### src/rtl/cpu_pkg.sv
// Shared LEGv8 pipeline definitions: register index type, XZR index and
// hazard-control FSM states.
package cpu_pkg;

  typedef logic [4:0] reg_idx_t;

  localparam reg_idx_t XZR_IDX = 5'd31;

  typedef enum logic [1:0] {
    INIT     = 2'd0,
    RUN      = 2'd1,
    MEM_WAIT = 2'd2
  } hcu_state_t;

endpackage

### src/rtl/sat_counter.sv
// Up-counter that sticks at its maximum value; clear has priority over enable.
module sat_counter #(
  parameter int unsigned Width = 8
) (
  input  logic             clk_i,
  input  logic             rst_i,
  input  logic             en_i,
  input  logic             clr_i,
  output logic [Width-1:0] cnt_o
);

  logic [Width-1:0] cnt_q, cnt_d;

  always_comb begin
    cnt_d = cnt_q;
    if (clr_i) begin
      cnt_d = '0;
    end else if (en_i && (cnt_q != {Width{1'b1}})) begin
      cnt_d = cnt_q + 1'b1;
    end
  end

  always_ff @(posedge clk_i or posedge rst_i) begin
    if (rst_i) begin
      cnt_q <= '0;
    end else begin
      cnt_q <= cnt_d;
    end
  end

  assign cnt_o = cnt_q;

endmodule

### src/rtl/hazard_control_unit.sv
// Pipeline sequencing for the 5-stage LEGv8 core: load-use bubbles, branch
// flushes, data-memory freezes, stall statistics and a sticky memory timeout.
module hazard_control_unit
  import cpu_pkg::*;
#(
  parameter int unsigned CNT_W      = 16,
  parameter int unsigned WAIT_LIMIT = 64,
  parameter reg_idx_t    XZR_IDX    = cpu_pkg::XZR_IDX
) (
  input  logic             clk,
  input  logic             reset,
  input  reg_idx_t         ifid_rs1,
  input  reg_idx_t         ifid_rs2,
  input  logic             ifid_uses_rs2,
  input  reg_idx_t         idex_rd,
  input  logic             idex_memread,
  input  logic             branch_taken,
  input  logic             dmem_req,
  input  logic             dmem_ready,
  output logic             pc_write,
  output logic             ifid_write,
  output logic             idex_bubble,
  output logic             stage_en,
  output logic             ifid_flush,
  output logic             idex_flush,
  output logic             exmem_flush,
  output logic [CNT_W-1:0] stall_cycles,
  output logic             mem_timeout
);

  localparam int unsigned WaitW = $clog2(WAIT_LIMIT + 1);

  hcu_state_t       state_q, state_d;
  logic             timeout_q, timeout_d;
  logic [WaitW-1:0] wait_cnt;
  logic             load_use;
  logic             mem_stall;
  logic             wait_en, wait_clr, stall_en;
  logic             at_limit;

  assign load_use = idex_memread && (idex_rd != XZR_IDX) &&
                    ((idex_rd == ifid_rs1) || (ifid_uses_rs2 && (idex_rd == ifid_rs2)));
  assign mem_stall = dmem_req && !dmem_ready;

  always_comb begin
    pc_write    = 1'b0;
    ifid_write  = 1'b0;
    stage_en    = 1'b0;
    idex_bubble = 1'b0;
    ifid_flush  = 1'b0;
    idex_flush  = 1'b0;
    exmem_flush = 1'b0;
    unique case (state_q)
      INIT: begin
        ifid_flush  = 1'b1;
        idex_flush  = 1'b1;
        exmem_flush = 1'b1;
      end
      RUN: begin
        if (mem_stall) begin
          // Freeze: every enable low, nothing flushed or bubbled.
        end else if (branch_taken) begin
          pc_write    = 1'b1;
          ifid_write  = 1'b1;
          stage_en    = 1'b1;
          ifid_flush  = 1'b1;
          idex_flush  = 1'b1;
          exmem_flush = 1'b1;
        end else if (load_use) begin
          stage_en    = 1'b1;
          idex_bubble = 1'b1;
        end else begin
          pc_write   = 1'b1;
          ifid_write = 1'b1;
          stage_en   = 1'b1;
        end
      end
      default: ;
    endcase
  end

  always_comb begin
    state_d = state_q;
    unique case (state_q)
      INIT:     state_d = RUN;
      RUN:      if (mem_stall) state_d = MEM_WAIT;
      MEM_WAIT: if (dmem_ready) state_d = RUN;
      default:  state_d = INIT;
    endcase
  end

  // Counter is zero on entry to MEM_WAIT, so the first increment yields 1.
  assign wait_en  = ((state_q == RUN) && mem_stall) || ((state_q == MEM_WAIT) && !dmem_ready);
  assign wait_clr = (state_q == MEM_WAIT) && dmem_ready;
  assign stall_en = (state_q != INIT) && !pc_write;

  assign at_limit    = (wait_cnt == WaitW'(WAIT_LIMIT));
  assign timeout_d   = timeout_q || at_limit;
  assign mem_timeout = timeout_q || at_limit;

  always_ff @(posedge clk or posedge reset) begin
    if (reset) begin
      state_q   <= INIT;
      timeout_q <= 1'b0;
    end else begin
      state_q   <= state_d;
      timeout_q <= timeout_d;
    end
  end

  sat_counter #(
    .Width (WaitW)
  ) u_wait_cnt (
    .clk_i (clk),
    .rst_i (reset),
    .en_i  (wait_en),
    .clr_i (wait_clr),
    .cnt_o (wait_cnt)
  );

  sat_counter #(
    .Width (CNT_W)
  ) u_stall_cnt (
    .clk_i (clk),
    .rst_i (reset),
    .en_i  (stall_en),
    .clr_i (1'b0),
    .cnt_o (stall_cycles)
  );

endmodule

### config.mk
export PLATFORM = sky130hd
export DESIGN_NAME = hazard_control_unit
export DESIGN_NICKNAME = d
export VERILOG_FILES = /design/src/rtl/cpu_pkg.sv /design/src/rtl/sat_counter.sv /design/src/rtl/hazard_control_unit.sv
export SDC_FILE = /design/constraint.sdc
export NUM_CORES = 1
export LEC_CHECK = 0
export ABC_AREA = 1
export ABC_CLOCK_PERIOD_IN_PS = 2000
export BUFFER_PORTS_ARGS = -buffer_cell sky130_fd_sc_hd__buf_2
export CORE_MARGIN = 3
export CORE_UTILIZATION = 40
export CTS_CLUSTER_SIZE = 10
export DETAILED_ROUTE_END_ITERATION = 16
export PLACE_DENSITY = 0.68
export SLEW_MARGIN = 0
export SYNTH_ARGS = -nofsm -noshare
export SYNTH_HDL_FRONTEND = slang
export SYNTH_HIERARCHICAL = 1
export SYNTH_SLANG_ARGS = --single-unit
### constraint.sdc
create_clock -name clk -period 2 [get_ports clk]
set_input_delay 0.4 -clock clk [delete_from_list [all_inputs] [get_ports clk]]
set_output_delay 0.4 -clock clk [all_outputs]
set_load 0.02 [all_outputs]
==> out/summary.txt <==
Outcome: finished clean
Number of top-level pins: 46
Die area: 0.00577 mm²
Layout cells sized above 1: 22.5%
Num CTS Buffers: 3
CTS tree: done
Sequential share of the synthesized area: 33.2%
Top FF cell, synth: dfrtp_1
RePlAce Congestion: 0.883
Number of routed nets with antenna violations: 0
Measured slew at the worst slew-check pin: 650 ps
Highest Clock Rate: 534 MHz
Largest net degree at the start of global routing: 17
Worst path arrival time: 1470 ps
Vias in the first global route: 1779
Die H: 76.0 µm
Clock insertion delay at the later pin of the skew report: 280 ps
Most frequent cells in the layout: 102 x nand2_1, 45 x buf_2, 37 x inv_1
Reg2reg start: u_stall_cnt/cnt_o[0]
Initial antenna violation count: 0
Min Tclk post-route: 1870 ps
Netlist cell types: 33
First-pass GRT wire length: 7870 µm
Placed Area: 0.00226 mm²
Most common cell after layout, fill and taps aside: nand2_1
Clk sinks: 26
Area grow syn2layout: 18.6%
Clock transition at path regs: 90 ps
Overall power: 1.78 mW
RSZ-0062 raised after global routing: false
Combinational Power Share: 41.1%
DRC: 0
Final hold viol count: 0
Worst Skew: 4.78 ps
Period utilisation layout: 93.6%
Critical Path Source: state_q[0]
Setup Crit Path Kind: flip-flop to output port
Power per cell area: 766 mW/mm²
Final setup vio count: 0
Rel. slew slack: 56.6%
# diodes: 0
DRT Wirelength: 4470 µm
Initial DRC Count: 103
Seq pwr share: 39.3%
P_int: 1.04 mW
Clock network fraction of total power: 19.6%
Clock Path Buffers: 2
Worst min path class: primary input to flip-flop
Max cap viols: 0
Synth Area per Inst: 6.51 µm²
Yosys reg bits: 26
Die Span X: 76.0 µm
Fillers: 489
H-tree levels: 1
Mean routed wirelength per cell: 10.7 µm
Vias: 1938
Reg2reg path depth: 9
CORE AREA: 0.00453 mm²
WP data required: 1600 ps
I/O Buffers: 45
Critical path endpoint category: output port
Cells after Synth: 301
Global Route Usage Sum: 15.9%
Fin Setup TNS: 0 ps
Starting Density: 43.2%
Crit path max fanout: 6
Reg-to-reg endpoint: u_stall_cnt/cnt_o[12]
Post-DP HPWL: 3510 µm
Root Driver: clkbuf_8
GRT Residual Overflow: 0
P_leak: 1.32 nW
Cts repair resizes: 0
VDD IR max: 0.395 mV
Post-Syn Area: 0.00196 mm²
Post-route cell area: 0.00232 mm²
Max-slew violation count: 0
Final nets: 376
Row count: 24
1st-pass router iterations: 4
Sw frac: 41.5%
Ys Warns: 6
Synth async-reset ratio: 100%
Psw: 739 µW
Vias per std cell: 4.66
Post-synth EDFFs: 0
CP Capture Point: pc_write
Flop2flop setup slack: 340 ps
Crit start category: flip-flop
## synthesized netlist by cell type, drive strengths merged (3+ instances only)
cell type	instances	area, µm²
o21bai	3	22.5
nand4	13	81.3
a21oi	4	23.8
o21ai	5	36.3
buf	7	47.5
nor2	42	216
xnor2	3	26.3
nor3	4	20.0
nand2	107	419
nand3	30	155
inv	44	165
clkinv	3	11.3
dfrtp	26	651
## power groups by stage
| stage | clock network, mW | registers, mW | logic [mW] |
|---|---|---|---|
| 5_1_grt | 0.385 | 0.715 | 0.823 |
| 3_3_place_gp | 0 | 0.707 | 0.720 |
| 2_1_floorplan | 0 | 0.712 | 0.527 |
| 6_report | 0.349 | 0.699 | 0.732 |
| 3_5_place_dp | 0 | 0.709 | 0.733 |
| 4_1_cts | 0.364 | 0.699 | 0.737 |
## critical path, stage by stage (launching register included)
cell and delay (ps):
dfrtp_1 460, inv_2 40, nor2_1 100, inv_2 70, nor2_4 120, inv_2 50, a21oi_1 160, buf_2 200
## registers in the layout, indices dropped and copies added, names as in the netlist
register,cells
u_wait_cnt/cnt_o,7
u_stall_cnt/cnt_o,16
timeout_q,1
state_q,2
## through the flow
stage	instances	setup WS [ps]	util (%)	hold WS, ps
after global placement	411	134	49.8	296
after global routing	416	17.1	51.3	460
after CTS	416	111	51.3	437
final	416	128	51.3	437
after detailed placement	411	79.4	49.8	299
after floorplan	304	78.9	-	154
## timing repair
action                                 CTS  global route
endpoints found under the hold margin    3             0
hold buffers                             1             0
buffers inserted                         0             0
setup endpoints to repair                0             0
## layer usage
metal  vias to the layer above  part of all wire, %  GRT usage, %
li1                       1033                    -             -
met3                         4                  3.4          2.60
met5                         -                    0             0
met4                         0                  1.0          5.07
met1                       867                   49          21.4
met2                        34                   47          26.2
## cell families (layout without fill, tap and decap cells)
family,after synthesis,in the layout,share of synthesized area (%)
and+or+nand+nor,199,199,46.6
other,1,4,0.191
xor gates and xnor gates,5,5,2.24
adders and majority gates,2,2,1.28
buffers and inverters,54,101,11.4
AOI/OAI and AO/OA,14,14,5.04
DFF,26,26,33.2
## worst min path at each step
stage / endpoint / cells after the start / startpoint / slack, ps
finish: state_q[0] / 3 / dmem_ready / 440
global route: state_q[1] / 3 / dmem_ready / 460
CTS: state_q[0] / 3 / dmem_ready / 440
detailed placement: timeout_q / 2 / reset / 300
global placement: timeout_q / 2 / reset / 300
floorplan: state_q[0] / 1 / reset / 150
## final cells by class
class | instances | area (µm²) | area share [%]
multi-input combinational | 224 | 1100 | 47.1
sequential | 26 | 651 | 28.0
timing repair buffer | 50 | 265 | 11.4
inverter | 47 | 176 | 7.59
tap | 65 | 81.3 | 3.50
clock buffer | 4 | 55.1 | 2.37
Note: power is estimated with default switching activity, not from simulation.
